**config.mk**
```make
export PLATFORM = sky130hd
export DESIGN_NAME = if_id_buf
export DESIGN_NICKNAME = d
export VERILOG_FILES = /design/src/rtl/if_id_buf_pkg.sv /design/src/rtl/if_id_buf_mem.sv /design/src/rtl/if_id_buf.sv
export SDC_FILE = /design/constraint.sdc
export NUM_CORES = 1
export LEC_CHECK = 0
export CORE_ASPECT_RATIO = 0.8
export CORE_MARGIN = 2
export CORE_UTILIZATION = 30
export CTS_CLUSTER_DIAMETER = 100
export DETAILED_ROUTE_END_ITERATION = 10
export HOLD_SLACK_MARGIN = 0.05
export MAX_ROUTING_LAYER = met4
export SYNTH_ARGS = -nofsm -noshare
export SYNTH_HDL_FRONTEND = slang
export SYNTH_HIERARCHICAL = 1
export SYNTH_SLANG_ARGS = --single-unit
```
**constraint.sdc**
```tcl
create_clock -name clk -period 5.55 [get_ports clk]
set_input_delay 0.555 -clock clk [delete_from_list [all_inputs] [get_ports clk]]
set_output_delay 0.555 -clock clk [all_outputs]
set_load 0.1 [all_outputs]
```
**src/rtl/if_id_buf_pkg.sv**
```systemverilog
// if_id_buf_pkg: shared widths, entry layout and state encoding for the
// fetch/decode decoupling buffer.
//
// The global macros `PC_WIDTH, `INSTR_WIDTH and `XLEN come from the
// project defines. `INSTR_NOP and `IF_ID_ENT_W are added next to them here.
// Every macro is guarded, so a build that already defines them keeps its own values.
// The other files use only the localparams below, never the macros directly.
//
// Optional feature macro: IF_ID_BYPASS_EN (used in if_id_buf.sv).

`ifndef XLEN
`define XLEN 32
`endif
`ifndef PC_WIDTH
`define PC_WIDTH 32
`endif
`ifndef INSTR_WIDTH
`define INSTR_WIDTH 32
`endif
`ifndef INSTR_NOP
`define INSTR_NOP 32'h00000013
`endif
`ifndef IF_ID_ENT_W
`define IF_ID_ENT_W (`PC_WIDTH+`INSTR_WIDTH+2)
`endif

package if_id_buf_pkg;

  localparam int unsigned PcW    = `PC_WIDTH;
  localparam int unsigned InstrW = `INSTR_WIDTH;
  localparam int unsigned EntW   = `IF_ID_ENT_W;

  // addi x0, x0, 0
  localparam logic [InstrW-1:0] InstrNop = `INSTR_NOP;

  localparam logic StateAccept = 1'b0;
  localparam logic StateFenced = 1'b1;

  typedef enum logic {
    StAccept = StateAccept,
    StFenced = StateFenced
  } state_e;

  // Field order fixes the packed layout stored in if_id_buf_mem.
  typedef struct packed {
    logic [PcW-1:0]    pc;
    logic [InstrW-1:0] instr;
    logic              pc_misalign;
    logic              bus_err;
  } if_id_ent_t;

  function automatic logic ent_is_exc(if_id_ent_t ent);
    return ent.pc_misalign | ent.bus_err;
  endfunction

endpackage

```
**src/rtl/if_id_buf_mem.sv**
```systemverilog
// if_id_buf_mem: Depth x Width register array. It has one synchronous write
// port and one asynchronous (combinational) read port. The storage has no reset.
// Contents are only meaningful where the owner's occupancy count says so.
//
// Ports:
//   clk_i    clock
//   we_i     write enable, the write takes effect on the rising edge
//   waddr_i  write address
//   wdata_i  write data
//   raddr_i  read address
//   rdata_o  read data, combinational from raddr_i

module if_id_buf_mem #(
  parameter int unsigned Depth = 2,
  parameter int unsigned Width = 66,
  parameter int unsigned AddrW = $clog2(Depth)
) (
  input  logic             clk_i,
  input  logic             we_i,
  input  logic [AddrW-1:0] waddr_i,
  input  logic [Width-1:0] wdata_i,
  input  logic [AddrW-1:0] raddr_i,
  output logic [Width-1:0] rdata_o
);

  logic [Width-1:0] mem_q [Depth];

  always_ff @(posedge clk_i) begin
    if (we_i) begin
      mem_q[waddr_i] <= wdata_i;
    end
  end

  assign rdata_o = mem_q[raddr_i];

endmodule

```
**src/rtl/if_id_buf.sv**
```systemverilog
// if_id_buf: in-order decoupling buffer between instruction fetch and decode.
// It captures {pc, instr, pc_misalign, bus_err} with a valid/ready handshake.
// It absorbs decode stalls and flushes on redirect/trap. After a push that
// carries a fetch exception it fences fetch (FENCED state) until flush.
//
// Ports:
//   clk, rst_n             clock, synchronous active-low reset
//   if_valid_i/if_ready_o  fetch handshake; ready depends only on registered state
//   if_pc_i, if_instr_i    fetched entry
//   if_pc_misalign_i       fetch address misaligned
//   if_bus_err_i           fetch bus error
//   id_valid_o/id_ready_i  decode handshake
//   id_pc_o, id_instr_o    head entry (NOP/0 when empty)
//   id_pc_misalign_o       head misalign flag
//   id_bus_err_o           head bus-error flag
//   flush_i                discard contents, return to ACCEPT
//   fenced_o               buffer is fenced
//   count_o                occupancy
//
// Optional feature macro: IF_ID_BYPASS_EN. When it is defined and the buffer
// is empty, in ACCEPT and not flushing, fetch data flows combinationally to
// decode. If decode takes the entry in that cycle, nothing is written.

module if_id_buf
  import if_id_buf_pkg::*;
#(
  parameter  int unsigned DEPTH = 2,
  localparam int unsigned CNT_W = $clog2(DEPTH) + 1
) (
  input  logic              clk,
  input  logic              rst_n,
  input  logic              if_valid_i,
  output logic              if_ready_o,
  input  logic [PcW-1:0]    if_pc_i,
  input  logic [InstrW-1:0] if_instr_i,
  input  logic              if_pc_misalign_i,
  input  logic              if_bus_err_i,
  output logic              id_valid_o,
  input  logic              id_ready_i,
  output logic [PcW-1:0]    id_pc_o,
  output logic [InstrW-1:0] id_instr_o,
  output logic              id_pc_misalign_o,
  output logic              id_bus_err_o,
  input  logic              flush_i,
  output logic              fenced_o,
  output logic [CNT_W-1:0]  count_o
);

  localparam int unsigned PtrW = $clog2(DEPTH);

  state_e           state_q, state_d;
  logic [CNT_W-1:0] cnt_q, cnt_d;
  logic [PtrW-1:0]  wptr_q, wptr_d;
  logic [PtrW-1:0]  rptr_q, rptr_d;

  if_id_ent_t      in_ent;
  if_id_ent_t      head_ent;
  logic [EntW-1:0] rd_raw;

  logic empty;
  logic push;
  logic pop;
  logic byp_act;
  logic wr_en;
  logic rd_en;

  assign in_ent = '{
    pc:          if_pc_i,
    instr:       if_instr_i,
    pc_misalign: if_pc_misalign_i,
    bus_err:     if_bus_err_i
  };

  if_id_buf_mem #(
    .Depth (DEPTH),
    .Width (EntW),
    .AddrW (PtrW)
  ) u_mem (
    .clk_i   (clk),
    .we_i    (wr_en),
    .waddr_i (wptr_q),
    .wdata_i (in_ent),
    .raddr_i (rptr_q),
    .rdata_o (rd_raw)
  );

  assign head_ent = if_id_ent_t'(rd_raw);

  // Handshake and head presentation.
  always_comb begin
    empty      = (cnt_q == '0);
    if_ready_o = (state_q == StAccept) && (cnt_q < CNT_W'(DEPTH));
    push       = if_valid_i & if_ready_o;

    byp_act = 1'b0;
`ifdef IF_ID_BYPASS_EN
    byp_act = empty & (state_q == StAccept) & ~flush_i;
`endif

    id_valid_o       = 1'b0;
    id_pc_o          = '0;
    id_instr_o       = InstrNop;
    id_pc_misalign_o = 1'b0;
    id_bus_err_o     = 1'b0;

    if (byp_act) begin
      id_valid_o = if_valid_i;
      if (if_valid_i) begin
        id_pc_o          = in_ent.pc;
        id_instr_o       = in_ent.instr;
        id_pc_misalign_o = in_ent.pc_misalign;
        id_bus_err_o     = in_ent.bus_err;
      end
    end else if (!empty) begin
      // Flush hides the head from decode in the same cycle.
      id_valid_o       = ~flush_i;
      id_pc_o          = head_ent.pc;
      id_instr_o       = head_ent.instr;
      id_pc_misalign_o = head_ent.pc_misalign;
      id_bus_err_o     = head_ent.bus_err;
    end

    pop = id_valid_o & id_ready_i;

    // A bypassed entry that decode takes at once is never written.
    // A pop in bypass mode consumes the bypassed entry, not storage.
    wr_en = push & ~(byp_act & pop) & ~flush_i;
    rd_en = pop & ~byp_act;
  end

  // Next-state: flush wins over push and pop.
  always_comb begin
    state_d = state_q;
    cnt_d   = cnt_q;
    wptr_d  = wptr_q;
    rptr_d  = rptr_q;

    if (flush_i) begin
      state_d = StAccept;
      cnt_d   = '0;
      wptr_d  = '0;
      rptr_d  = '0;
    end else begin
      cnt_d = cnt_q + CNT_W'(wr_en) - CNT_W'(rd_en);
      // DEPTH is a power of two, so pointer overflow is the modulo wrap.
      if (wr_en) begin
        wptr_d = wptr_q + PtrW'(1);
      end
      if (rd_en) begin
        rptr_d = rptr_q + PtrW'(1);
      end
      if (push && ent_is_exc(in_ent)) begin
        state_d = StFenced;
      end
    end
  end

  always_ff @(posedge clk) begin
    if (!rst_n) begin
      state_q <= StAccept;
      cnt_q   <= '0;
      wptr_q  <= '0;
      rptr_q  <= '0;
    end else begin
      state_q <= state_d;
      cnt_q   <= cnt_d;
      wptr_q  <= wptr_d;
      rptr_q  <= rptr_d;
    end
  end

  assign fenced_o = (state_q == StFenced);
  assign count_o  = cnt_q;

endmodule
```
==> metrics.txt, run 1 <==
HP Start=fenced_o$_SDFFE_PP0P_; pin count of the biggest net entering global routing=68; Post-CTS Resized=0; Peak Freq=263 MHz; H-tree depth=4; final setup fails=0; count leader, synth=edfxtp_1; diode count=0; Cell Pwr Density=327 nW/um^2; Syn Nets=383; critical path fanouts, max=67; dpl hpwl=6770 microns; final hold slack=0.489 ns; simple-gate portion of the synthesized area=8.53%; Initial Util=30.9%; first-pass GRT wire length=16800 microns; Routed WL=11000 microns; async set-reset flop share out of synthesis=0%; synth top area cells=edfxtp_1, mux2_4, nor2b_1, mux2_2, dfxtp_1; Slew Limit Fails=0; Hold EP=fenced_o$_SDFFE_PP0P_; cell count after synthesis=310; flops & latches, synth=137; Worst Path Required=4.99 ns; P_leak=2.61 nW; final period utilization=68.6%; wire length per cell=15.3 microns; synthesized area=5650 sq um; max cap viols=0; Hold Vio Cnt, Final=0; Die Y=127 microns; share of layout cells above drive strength 1=20.9%; FF-to-FF setup slack=2.77 ns; Adder-Cell Fraction of Synth Area=0.443%; result of the run=finished clean; Synth Area in XOR/XNOR=0.620%; hold-critical path depth=2; gr usage total=11.8%; slew at the pin with the worst max-slew slack=1.15 ns; initial DRC count=187; HP Class=reg2reg; Rows=44; Die Wd=157 microns; Die ar.=19900 sq um; final total power=2.57 mW; Residual DRC=0; vias in the first global route=3186; Fin Setup TNS=0 ns; crit end category=output pin; Synth warnings=6; vias after detailed routing=2988; Post-synth top cells=edfxtp_1, nor2b_1, mux2_4; Critical R2R Capture=u_mem/mem_q[0][51]$_DFFE_PP_; CP Data Arrival Time=3.25 ns; Top FF cell, synth=edfxtp_1; Port-buffer cells=141; startpoint types=register; Worst-path clk slew=0.06 ns; total global routing overflow=0; CP max-delay cell=clkdlybuf4s50_1; Root Buffer=clkbuf_16; Via-to-Cell Ratio=4.14; clk_lat worst skew=0.41 ns; maximum buffer depth of the clock tree=2; I/O pins=142; CTS tree=built; total CTS buffers=17; Post-CTS Setup Bufs=0; Seq/Total Area, Yosys=72.0%; RSZ-0062 raised after global routing=no; Rel. slew slack=23.4%; top cell type's share of synthesized area=70.2%; core area=18300 sq um; largest family of logic cells by synthesized area=multiplexers; kind of critical path=reg2out; Post-synth EDFFs=132; Area growth, synth to finish=39.2%; reg2reg path depth=5; Largest stage delay, worst path=1.18 ns; RD Place Congestion=0.712; Final ANT Viol Nets=0; post-synthesis compound-gate area fraction=0.310%; initial antenna violation count=0; synth unique cells=23; mux cell area share after synthesis=15.8%; CP Cell Sequence=mux2_2, nor2b_1, clkdlybuf4s50_1; Tmin final=3.81 ns; Fin Clk Skew=0.00856 ns; syn_area_per_cell=18.2 sq um; hold buffers post-CTS=0; NumNets Final=531; peak supply drop=0.194 mV; # clock sinks=137; post-synth top area cell=edfxtp_1; drt first pass iters=4; FF-to-FF Start=count_o[1]$_SDFF_PP0_
==> registers in the layout, indices dropped and copies added (netlist names) <==
| register | count |
|---|---|
| count_o | 2 |
| u_mem/mem_q | 132 |
| fenced_o | 1 |
| wptr_q | 1 |
| rptr_q | 1 |
==> placed cells by master, fill, tap and decap left out, drive strengths merged, types with 2 or more instances in the layout <==
cell type        n
clkdlybuf4s50  141
edfxtp         132
mux2            66
nor2b           64
clkbuf          18
nor2             7
clkinv           7
inv              5
dfxtp            5
or2              4
bufinv           3
xnor2            2
xor2             2
ha               2
clkinvlp         2
buf              2
and2             2
==> layer usage <==
layer	up-vias	wire [microns]	GRT usage, %
li1	1430	-	-
met1	1456	4880	13.9
met2	88	5400	18.5
met3	14	581	3.66
met4	0	169	5.61
met5	-	0	-
==> critical path, delay by kind of cell, from the launching register on <==
family / cells / cell delay [ns]
buffers and inverters: 1 / 1.18
flip-flops: 1 / 1.11
multiplexers: 1 / 0.31
AND/OR/NAND/NOR: 1 / 0.20
==> power by group <==
| group | total [mW] | internal [mW] | leakage, nW | switching, mW |
|---|---|---|---|---|
| combinational | 0.302 | 0.113 | 1.09 | 0.189 |
| clock | 1.09 | 0.690 | 0.269 | 0.395 |
| sequential | 1.18 | 1.17 | 1.25 | 0.0113 |
| total | 2.57 | 1.97 | 2.61 | 0.595 |
==> layout make-up <==
type                            count  area, sq um
Timing Repair Buffer              143         1430
Clock buffer                       18          429
Tap cell                          253          317
Fill cell                        1688        10400
Clock inverter                     12          134
Sequential cell                   137         4070
Inverter                            5         18.8
Multi-Input combinational cell    154         1470
==> worst max-delay path by stage <==
| stage | startpoint | end | slack [ns] |
|---|---|---|---|
| detailed placement | if_valid_i | u_mem/mem_q[0][1]$_DFFE_PP_ | 2.09 |
| CTS | rptr_q$_SDFFE_PP0P_ | id_instr_o[7] | 1.64 |
| global route | rptr_q$_SDFFE_PP0P_ | id_instr_o[7] | 1.54 |
| floorplan | count_o[1]$_SDFF_PP0_ | u_mem/mem_q[0][0]$_DFFE_PP_ | 0.63 |
| global placement | rptr_q$_SDFFE_PP0P_ | id_instr_o[7] | 2.10 |
| finish | rptr_q$_SDFFE_PP0P_ | id_instr_o[7] | 1.74 |
==> through the flow <==
stage | std cells | setup WS [ns] | util (%) | cell area (sq um)
2_1_floorplan | 310 | 0.627 | - | 5650
6_report | 722 | 1.74 | 43.0 | 7860
3_5_place_dp | 692 | 2.09 | 39.9 | 7300
5_1_grt | 722 | 1.54 | 43.0 | 7860
3_3_place_gp | 692 | 2.10 | 39.9 | 7300
4_1_cts | 722 | 1.64 | 43.0 | 7860
==> cell families (layout without fill, tap and decap cells) <==
kind of cell | count (synthesis) | count (layout)
compound gates | 3 | 3
mux | 66 | 66
fa+ha+maj | 2 | 2
simple gates | 79 | 79
buf+inv | 19 | 178
flops | 137 | 137
xor+xnor | 4 | 4
Note: power is estimated with default switching activity, not from simulation.
==> run 2: changes to the inputs <==
==> constraint.sdc (replaced) <==
create_clock -name clk -period 3.9 [get_ports clk]
set_input_delay 0.39 -clock clk [delete_from_list [all_inputs] [get_ports clk]]
set_output_delay 0.39 -clock clk [all_outputs]
set_load 0.1 [all_outputs]
==> run 2 against run 1 <==
Utilization decreased by 0.59 points. Cell count increased by 0.69%. Cell area decreased by 1.4%. Sequential cell count unchanged. Worst setup slack got worse by 0.61 ns. Die area unchanged. Global-route usage about the same. First-iteration DRC count decreased by 24%. Largest cell class unchanged. Highest routed layer unchanged.
==> metrics.txt, run 2 (synthesized netlist as in run 1, its figures left out) <==
result of the run=finished clean; Hold EP=fenced_o$_SDFFE_PP0P_; final hold slack=0.477 ns (-0.0117 ns); wire length per cell=15.2 microns (-0.57%); HP Start=fenced_o$_SDFFE_PP0P_; cell area after layout=7750 sq um (-1.4%); share of layout cells above drive strength 1=35.7% (+15 points); vias in the first global route=3270 (+2.6%); total global routing overflow=0 (unchanged); first-pass GRT wire length=16900 microns (+0.37%); Peak Freq=361 MHz; dpl cell area=7170 sq um (-1.7%); RD Place Congestion=0.729 (+2.4%); Root Buffer=clkbuf_16; Via-to-Cell Ratio=4.19 (+1.3%); FILL cells=1718 (+1.8%); maximum buffer depth of the clock tree=2 (unchanged); crit end category=output pin; pin count of the biggest net entering global routing=67 (-1.5%); final period utilization=71.1%; HP Class=reg2reg; Port-buffer cells=141 (unchanged); # clock sinks=137 (unchanged); drt first pass iters=3 (-1); Final Non-Filler Cells=727 (+0.69%); Slew Limit Fails=0 (unchanged); critical path fanouts, max=8 (-88%); clk_lat worst skew=0.41 ns (about the same); Worst Path Required=3.51 ns (-1.48 ns); reg2reg path depth=4 (-1); Final ANT Viol Nets=0 (unchanged); Initial Util=30.9% (unchanged); final setup fails=0 (unchanged); hold buffers post-CTS=0 (unchanged); hold-critical path depth=2 (unchanged); Post-CTS Resized=0 (unchanged); diode count=0 (unchanged); DP Cell Count=696 (+0.58%); core area=18300 sq um (unchanged); total CTS buffers=17 (unchanged); peak supply drop=0.269 mV (+39%); FF-to-FF Start=count_o[1]$_SDFF_PP0_; Die Y=127 microns (unchanged); Fin Clk Skew=0.00539 ns (-0.00317 ns); RSZ-0062 raised after global routing=no; Area growth, synth to finish=37.3%; P_leak=2.77 nW (+6.0%); register area=4070 sq um (unchanged); vias after detailed routing=3048 (+2.0%); Die ar.=19900 sq um (unchanged); CTS tree=built; dpl hpwl=7010 microns (+3.5%); initial DRC count=143 (-24%); slew at the pin with the worst max-slew slack=0.994 ns (-0.155 ns); Routed WL=11000 microns (+0.12%); FF-to-FF setup slack=1.61 ns (-1.16 ns); Tmin final=2.77 ns; Critical R2R Capture=u_mem/mem_q[1][26]$_DFFE_PP_; Worst-path clk slew=0.06 ns (about the same); I/O pins=142 (unchanged); Fin Setup TNS=0 ns (unchanged); most frequent cells in the layout=edfxtp_1, clkdlybuf4s50_1, buf_4; Post-CTS Setup Bufs=0 (unchanged); initial antenna violation count=0 (unchanged); max cap viols=0 (unchanged); startpoint types=register; Reg with most FFs=u_mem/mem_q; Residual DRC=0 (unchanged); most common library cell in the layout ignoring fill and taps=edfxtp_1; Hold Vio Cnt, Final=0 (unchanged); kind of critical path=reg2out; Rel. slew slack=33.5% (+10 points); NumNets Final=535 (+0.75%); Die Wd=157 microns (unchanged); max reg flops=132 (unchanged); H-tree depth=4 (unchanged); gr usage total=11.8% (-0.021 points); Cell Pwr Density=474 nW/um^2 (+45%); Multi-input gate area=1470 sq um (unchanged); CP Data Arrival Time=2.38 ns (-0.87 ns); Rows=44 (unchanged)
-- run 2: cell count changes in the layout (fill, tap and decap cells not counted) --
cell             before  now
buf_4                 2   69
clkbuf_1              1    0
clkdlybuf4s50_1     141   78
clkinv_1              5    3
clkinv_2              2    3
clkinv_4              0    3
-- run 2: area by class of cell --
class,count,share of cell area [%]
Timing Repair Buffer,147,16.7
Multi-Input combinational cell,154,19.0
Clock buffer,17,5.49
Inverter,5,0.242
Sequential cell,137,52.5
Clock inverter,14,2.03
Tap cell,253,4.08
-- run 2: stage by stage --
| stage | setup slack (ns) | util, % | power, mW |
|---|---|---|---|
| 6_report | 1.13 | 42.4 | 3.67 |
| 5_1_grt | 1.02 | 42.4 | 3.82 |
| 4_1_cts | 1.06 | 42.4 | 3.73 |
| 3_5_place_dp | 1.10 | 39.2 | 2.14 |
| 3_3_place_gp | 1.14 | 39.2 | 2.14 |
| 2_1_floorplan | 0.129 | - | 1.99 |
-- run 2: where the power goes --
| part | internal, mW | switching [mW] |
|---|---|---|
| sequential | 1.67 | 0.0116 |
| combinational | 0.155 | 0.274 |
| clock | 0.992 | 0.576 |
-- run 2: critical path, stage by stage (launching register included) --
cell,delay (ns)
dfxtp_1,0.37
nor2_4,0.30
or2_1,0.16
clkdlybuf4s50_1,1.13
-- run 2: worst max-delay path by stage --
| stage | startpoint | cells after the start | slack, ns | to |
|---|---|---|---|---|
| final | count_o[1]$_SDFF_PP0_ | 3 | 1.13 | id_instr_o[0] |
| after global routing | count_o[1]$_SDFF_PP0_ | 3 | 1.02 | id_instr_o[0] |
| after CTS | count_o[1]$_SDFF_PP0_ | 3 | 1.06 | id_instr_o[0] |
| after floorplan | count_o[1]$_SDFF_PP0_ | 10 | 0.13 | count_o[1]$_SDFF_PP0_ |
| after global placement | if_valid_i | 5 | 1.14 | u_mem/mem_q[1][19]$_DFFE_PP_ |
| after detailed placement | if_valid_i | 5 | 1.10 | u_mem/mem_q[1][31]$_DFFE_PP_ |
-- run 2: layer usage --
layer  global-route usage (%)  wire [microns]  vias up
met5                        -               0        -
met3                     4.10             555       12
met2                     19.0            5540       87
met4                     4.17             146        0
met1                     13.7            4800     1507
li1                         -               -     1442
==> run 3: changes to the inputs <==
==> constraint.sdc (replaced) <==
create_clock -name clk -period 2.4 [get_ports clk]
set_input_delay 0.24 -clock clk [delete_from_list [all_inputs] [get_ports clk]]
set_output_delay 0.24 -clock clk [all_outputs]
set_load 0.1 [all_outputs]
==> run 3 against run 2 <==
Count of clock-buffer cells in the layout up 3. Register-to-register slack worse by 1.2 ns. Sequential power increased by 62%. First-iteration DRC count is 12% lower. Cell count grew 0.55%. Critical path type unchanged. Highest routed layer unchanged.
==> metrics.txt, run 3 (synthesized netlist as in run 1, its figures left out) <==
result of the run=finished clean; dpl hpwl=7430 microns (+6.0%); gr usage total=12.0% (+0.20 points); startpoint types=register; Port-buffer cells=141 (unchanged); I/O pins=142 (unchanged); vias after detailed routing=2996 (-1.7%); Die Y=127 microns (unchanged); # clock sinks=137 (unchanged); vias in the first global route=3247 (-0.70%); final total power=6.18 mW (+68%); HP Start=if_pc_i[29]; critical path fanouts, max=22 (+14); diode count=0 (unchanged); peak supply drop=0.439 mV (+63%); Worst Path Required=2.16 ns (-1.35 ns); Critical R2R Capture=count_o[1]$_SDFF_PP0_; Initial Util=30.9% (unchanged); CTS tree=built; initial antenna violation count=0 (unchanged); Via-to-Cell Ratio=4.10 (-2.2%); Die ar.=19900 sq um (unchanged); RSZ-0062 raised after global routing=no; clk_lat worst skew=0.41 ns (about the same); Fin Clk Skew=0.00983 ns (+0.00444 ns); Rel. slew slack=65.9% (+32 points); total global routing overflow=0 (unchanged); FF-to-FF Start=count_o[1]$_SDFF_PP0_; Root Buffer=clkbuf_16; Die Wd=157 microns (unchanged); final period utilization=93.1%; FF-to-FF setup slack=0.41 ns (-1.20 ns); hold buffers post-CTS=0 (unchanged); Reg with most FFs=u_mem/mem_q; cell area after layout=8610 sq um (+11%); Final ANT Viol Nets=0 (unchanged); maximum buffer depth of the clock tree=2 (unchanged); Cell Pwr Density=717 nW/um^2 (+51%); max cap viols=0 (unchanged); crit end category=output pin; slew at the pin with the worst max-slew slack=0.512 ns (-0.482 ns); first-pass GRT wire length=17000 microns (+0.82%); wire length per cell=15.0 microns (-1.3%); kind of critical path=reg2out; initial DRC count=126 (-12%); Routed WL=11000 microns (-0.73%); RD Place Congestion=0.788 (+8.0%); most common library cell in the layout ignoring fill and taps=edfxtp_1; P_leak=3.02 nW (+9.2%); pin count of the biggest net entering global routing=67 (unchanged); reg2reg path depth=8 (+4); Hold Vio Cnt, Final=0 (unchanged); Residual DRC=0 (unchanged); NumNets Final=538 (+0.56%); final setup fails=0 (unchanged); share of layout cells above drive strength 1=51.7% (+16 points); dpl cell area=8000 sq um (+12%); HP Class=in2reg; Post-CTS Setup Bufs=0 (unchanged); Hold EP=u_mem/mem_q[0][63]$_DFFE_PP_; Worst-path clk slew=0.06 ns (about the same); Area growth, synth to finish=52.6%; hold-critical path depth=1 (-1); Peak Freq=448 MHz; core area=18300 sq um (unchanged); Slew Limit Fails=0 (unchanged); Post-CTS Resized=0 (unchanged); total CTS buffers=17 (unchanged); Tmin final=2.23 ns; Rows=44 (unchanged); drt first pass iters=4 (+1); most frequent cells in the layout=edfxtp_1, clkdlybuf4s50_1, nor2b_2; H-tree depth=4 (unchanged); CP Data Arrival Time=1.99 ns (-0.39 ns); max reg flops=132 (unchanged)
[run 3: worst max-delay path by stage]
stage	cells after the start	slack, ns	endpoint	startpoint
final	4	0.17	id_bus_err_o	rptr_q$_SDFFE_PP0P_
after global placement	9	0.11	count_o[1]$_SDFF_PP0_	if_valid_i
after detailed placement	9	0.05	count_o[1]$_SDFF_PP0_	if_valid_i
after floorplan	4	-0.19	u_mem/mem_q[0][0]$_DFFE_PP_	fenced_o$_SDFFE_PP0P_
after global routing	4	0.07	id_pc_o[3]	rptr_q$_SDFFE_PP0P_
after CTS	4	0.12	id_bus_err_o	rptr_q$_SDFFE_PP0P_
[run 3: per-layer routing]
layer	track usage, %	up-vias	routed length [microns]	share of wire, %
li1	-	1450	-	-
met1	13.5	1451	4760	43
met2	19.5	83	5420	49
met3	4.30	12	640	5.8
met4	4.65	0	146	1.3
met5	-	-	0	0
[run 3: metrics by stage]
stage                     std cells  setup WS, ns  setup TNS (ns)  hold slack (ns)  util, %
after floorplan                 310        -0.187          -13.90            0.339        -
after global placement          699         0.110               0            0.473     43.8
after detailed placement        699        0.0486               0            0.477     43.8
after CTS                       731         0.117               0            0.384     47.1
after global routing            731        0.0721               0            0.389     47.1
final                           731         0.167               0            0.407     47.1
[run 3: cell type report]
cell class              count  area [sq um]
multi-input cells         154          1640
fillers                  1555          9660
inverters                   5          18.8
well taps                 253           317
clock inverters            12           174
repair buffers            150          1950
clock buffers              20           437
flip-flops and latches    137          4080
[run 3: power breakdown]
part           internal [mW]  switching [mW]
clock                   1.73           0.910
combinational          0.339           0.470
sequential              2.70          0.0209
total                   4.78            1.40
[run 3: worst max-delay path, stage by stage, from the launching register on]
cell	delay, ns
dfxtp_4	0.58
buf_12	0.26
mux2_2	0.36
nor2b_2	0.17
buf_12	0.19
==> edit: new RTL, flow settings as in run 3 <==
Set the macro `INSTR_WIDTH` to 48 (it was 32).
--- a/src/rtl/if_id_buf_pkg.sv
+++ b/src/rtl/if_id_buf_pkg.sv
@@ -17,3 +17,3 @@
 `ifndef INSTR_WIDTH
-`define INSTR_WIDTH 32
+`define INSTR_WIDTH 48
 `endif
Interface: changed (resized id_instr_o and if_instr_i); port bits go from 142 to 174. The function was not compared with the original's and may differ.
==> edit against run 3 <==
  * Final cell count is 21% higher
  * Total power increased by 12%
  * Setup slack better by 26 ps
  * Sequential share of layout area is 0.75 points lower
  * Wire length increased by 29%
  * Sequential cell count up 32
  * Non-clock buffer count increased by 32
  * Critical path depth did not move
  * Synthesized area grew 27%
  * First-iteration DRC count grew 39%
  * Design area rose by 26%
  * Largest cell class unchanged
  * Sequential power up 23%
  * Combinational power up 30%
==> edit: results (changes against run 3) <==
| Metric | Value |
|---|---|
| Critical path arrival | `1970 ps (-20 ps)` |
| Max reg flops | `164 (+24%)` |
| Initial DRC Count | `175 (+39%)` |
| Biggest register | `u_mem/mem_q` |
| IO Port Bufs | `173 (+23%)` |
| Routed wire per std cell | `16.02 um (+6.8%)` |
| Status | `finished, final reports clean` |
| Worst-path maximum fanout | `21 (-4.5%)` |
| Final #Nets | `650 (+21%)` |
| Clock Skews | `4.859 ps (-4.968 ps)` |
| Pin count of the biggest net entering global routing | `83 (+24%)` |
| Share of cells above drive strength 1 | `51.83% (+0.16 points)` |
| Inst Count DP | `854 (+22%)` |
| Hold Slack | `406.0 ps (-1.270 ps)` |
| Synth Instances | `378 (+22%)` |
| Vias in the first global route | `4023 (+24%)` |
| Vias | `3699 (+23%)` |
| Via/cell ratio | `4.180 (+2.0%)` |
| Post-synth EDFFs | `164 (+24%)` |
| Global-route wire length before repair | `21510 um (+26%)` |
| Top post-synthesis cells by count | `edfxtp_1 (164), mux2_4 (80), nor2b_1 (80)` |
| Global Route Usage Sum | `11.78% (-0.20 points)` |
| DPL Wire Length | `9948 um (+34%)` |
| Synth area leaders | `edfxtp_1 (69%), mux2_4 (17%), nor2b_1 (7.0%), buf_12 (2.2%), dfxtp_1 (1.4%)` |
| Syn nets | `467 (+22%)` |
| Seq/Total Area, Yosys | `70.27% (-1.7 points)` |
| Max_slew headroom | `62.50% (-3.4 points)` |
| Leak | `0.003767 uW (+25%)` |
==> edit: cell type report <==
| class | count | area, um2 |
|---|---|---|
| fill | 1986 | 12580 |
| sequential | 169 | 5040 |
| timing repair buffer | 182 | 2708 |
| multi-input combinational | 186 | 2108 |
| clock buffer | 18 | 429.2 |
| tap | 312 | 390.4 |
| clock inverter | 13 | 120.1 |
| inverter | 5 | 18.77 |
==> edit: cell families (layout without fill, tap and decap cells) <==
kind of cell             count (synthesis)  in the layout  share of synthesized area [%]
adder cells (fa/ha/maj)                  2              2                         0.3499
multiplexers                            82             82                          17.11
AO/OA/AOI/OAI                            3              3                         0.2449
buffers and inverters                   23            218                          3.359
AND/OR/NAND/NOR                         95             95                          8.172
flip-flops                             169            169                          70.27
XOR/XNOR                                 4              4                         0.4900
==> edit: metal layers <==
layer	part of all wire, %	up-vias	GRT usage (%)
met2	51	110	18.91
li1	-	1752	-
met5	0	-	-
met1	42	1821	14.02
met3	6.1	16	3.739
met4	1.7	0	4.132
==> edit: metrics by stage <==
step | TNS (ps) | power, uW | area (um2) | setup WS, ps
floorplan | -35180 | 4042 | 7377 | -429.1
global placement | 0 | 4472 | 10260 | 93.61
detailed placement | 0 | 4491 | 10260 | 88.37
CTS | 0 | 7025 | 10810 | 150.7
global route | 0 | 7162 | 10810 | 109.6
finish | 0 | 6930 | 10810 | 192.6
==> edit: worst paths after layout <==
| kind | depth (start not counted) | end | from |
|---|---|---|---|
| setup reg to reg | 8 | count_o[1]$_SDFF_PP0_ | fenced_o$_SDFFE_PP0P_ |
| setup / recovery | 4 | id_instr_o[4] | rptr_q$_SDFFE_PP0P_ |
| hold reg to reg | 2 | fenced_o$_SDFFE_PP0P_ | fenced_o$_SDFFE_PP0P_ |
| hold / removal | 1 | u_mem/mem_q[0][49]$_DFFE_PP_ | if_instr_i[47] |
==> edit: worst max-delay path, stage by stage, from the launching register on <==
cell and delay, ps:
dfxtp_4 540, buf_12 240, mux2_4 310, or2_1 270, buf_12 180
==> edit: where the power goes <==
part	internal (uW)	switching [uW]
combinational	462	588
sequential	3340	27.1
clock	1430	1090
total	5230	1700
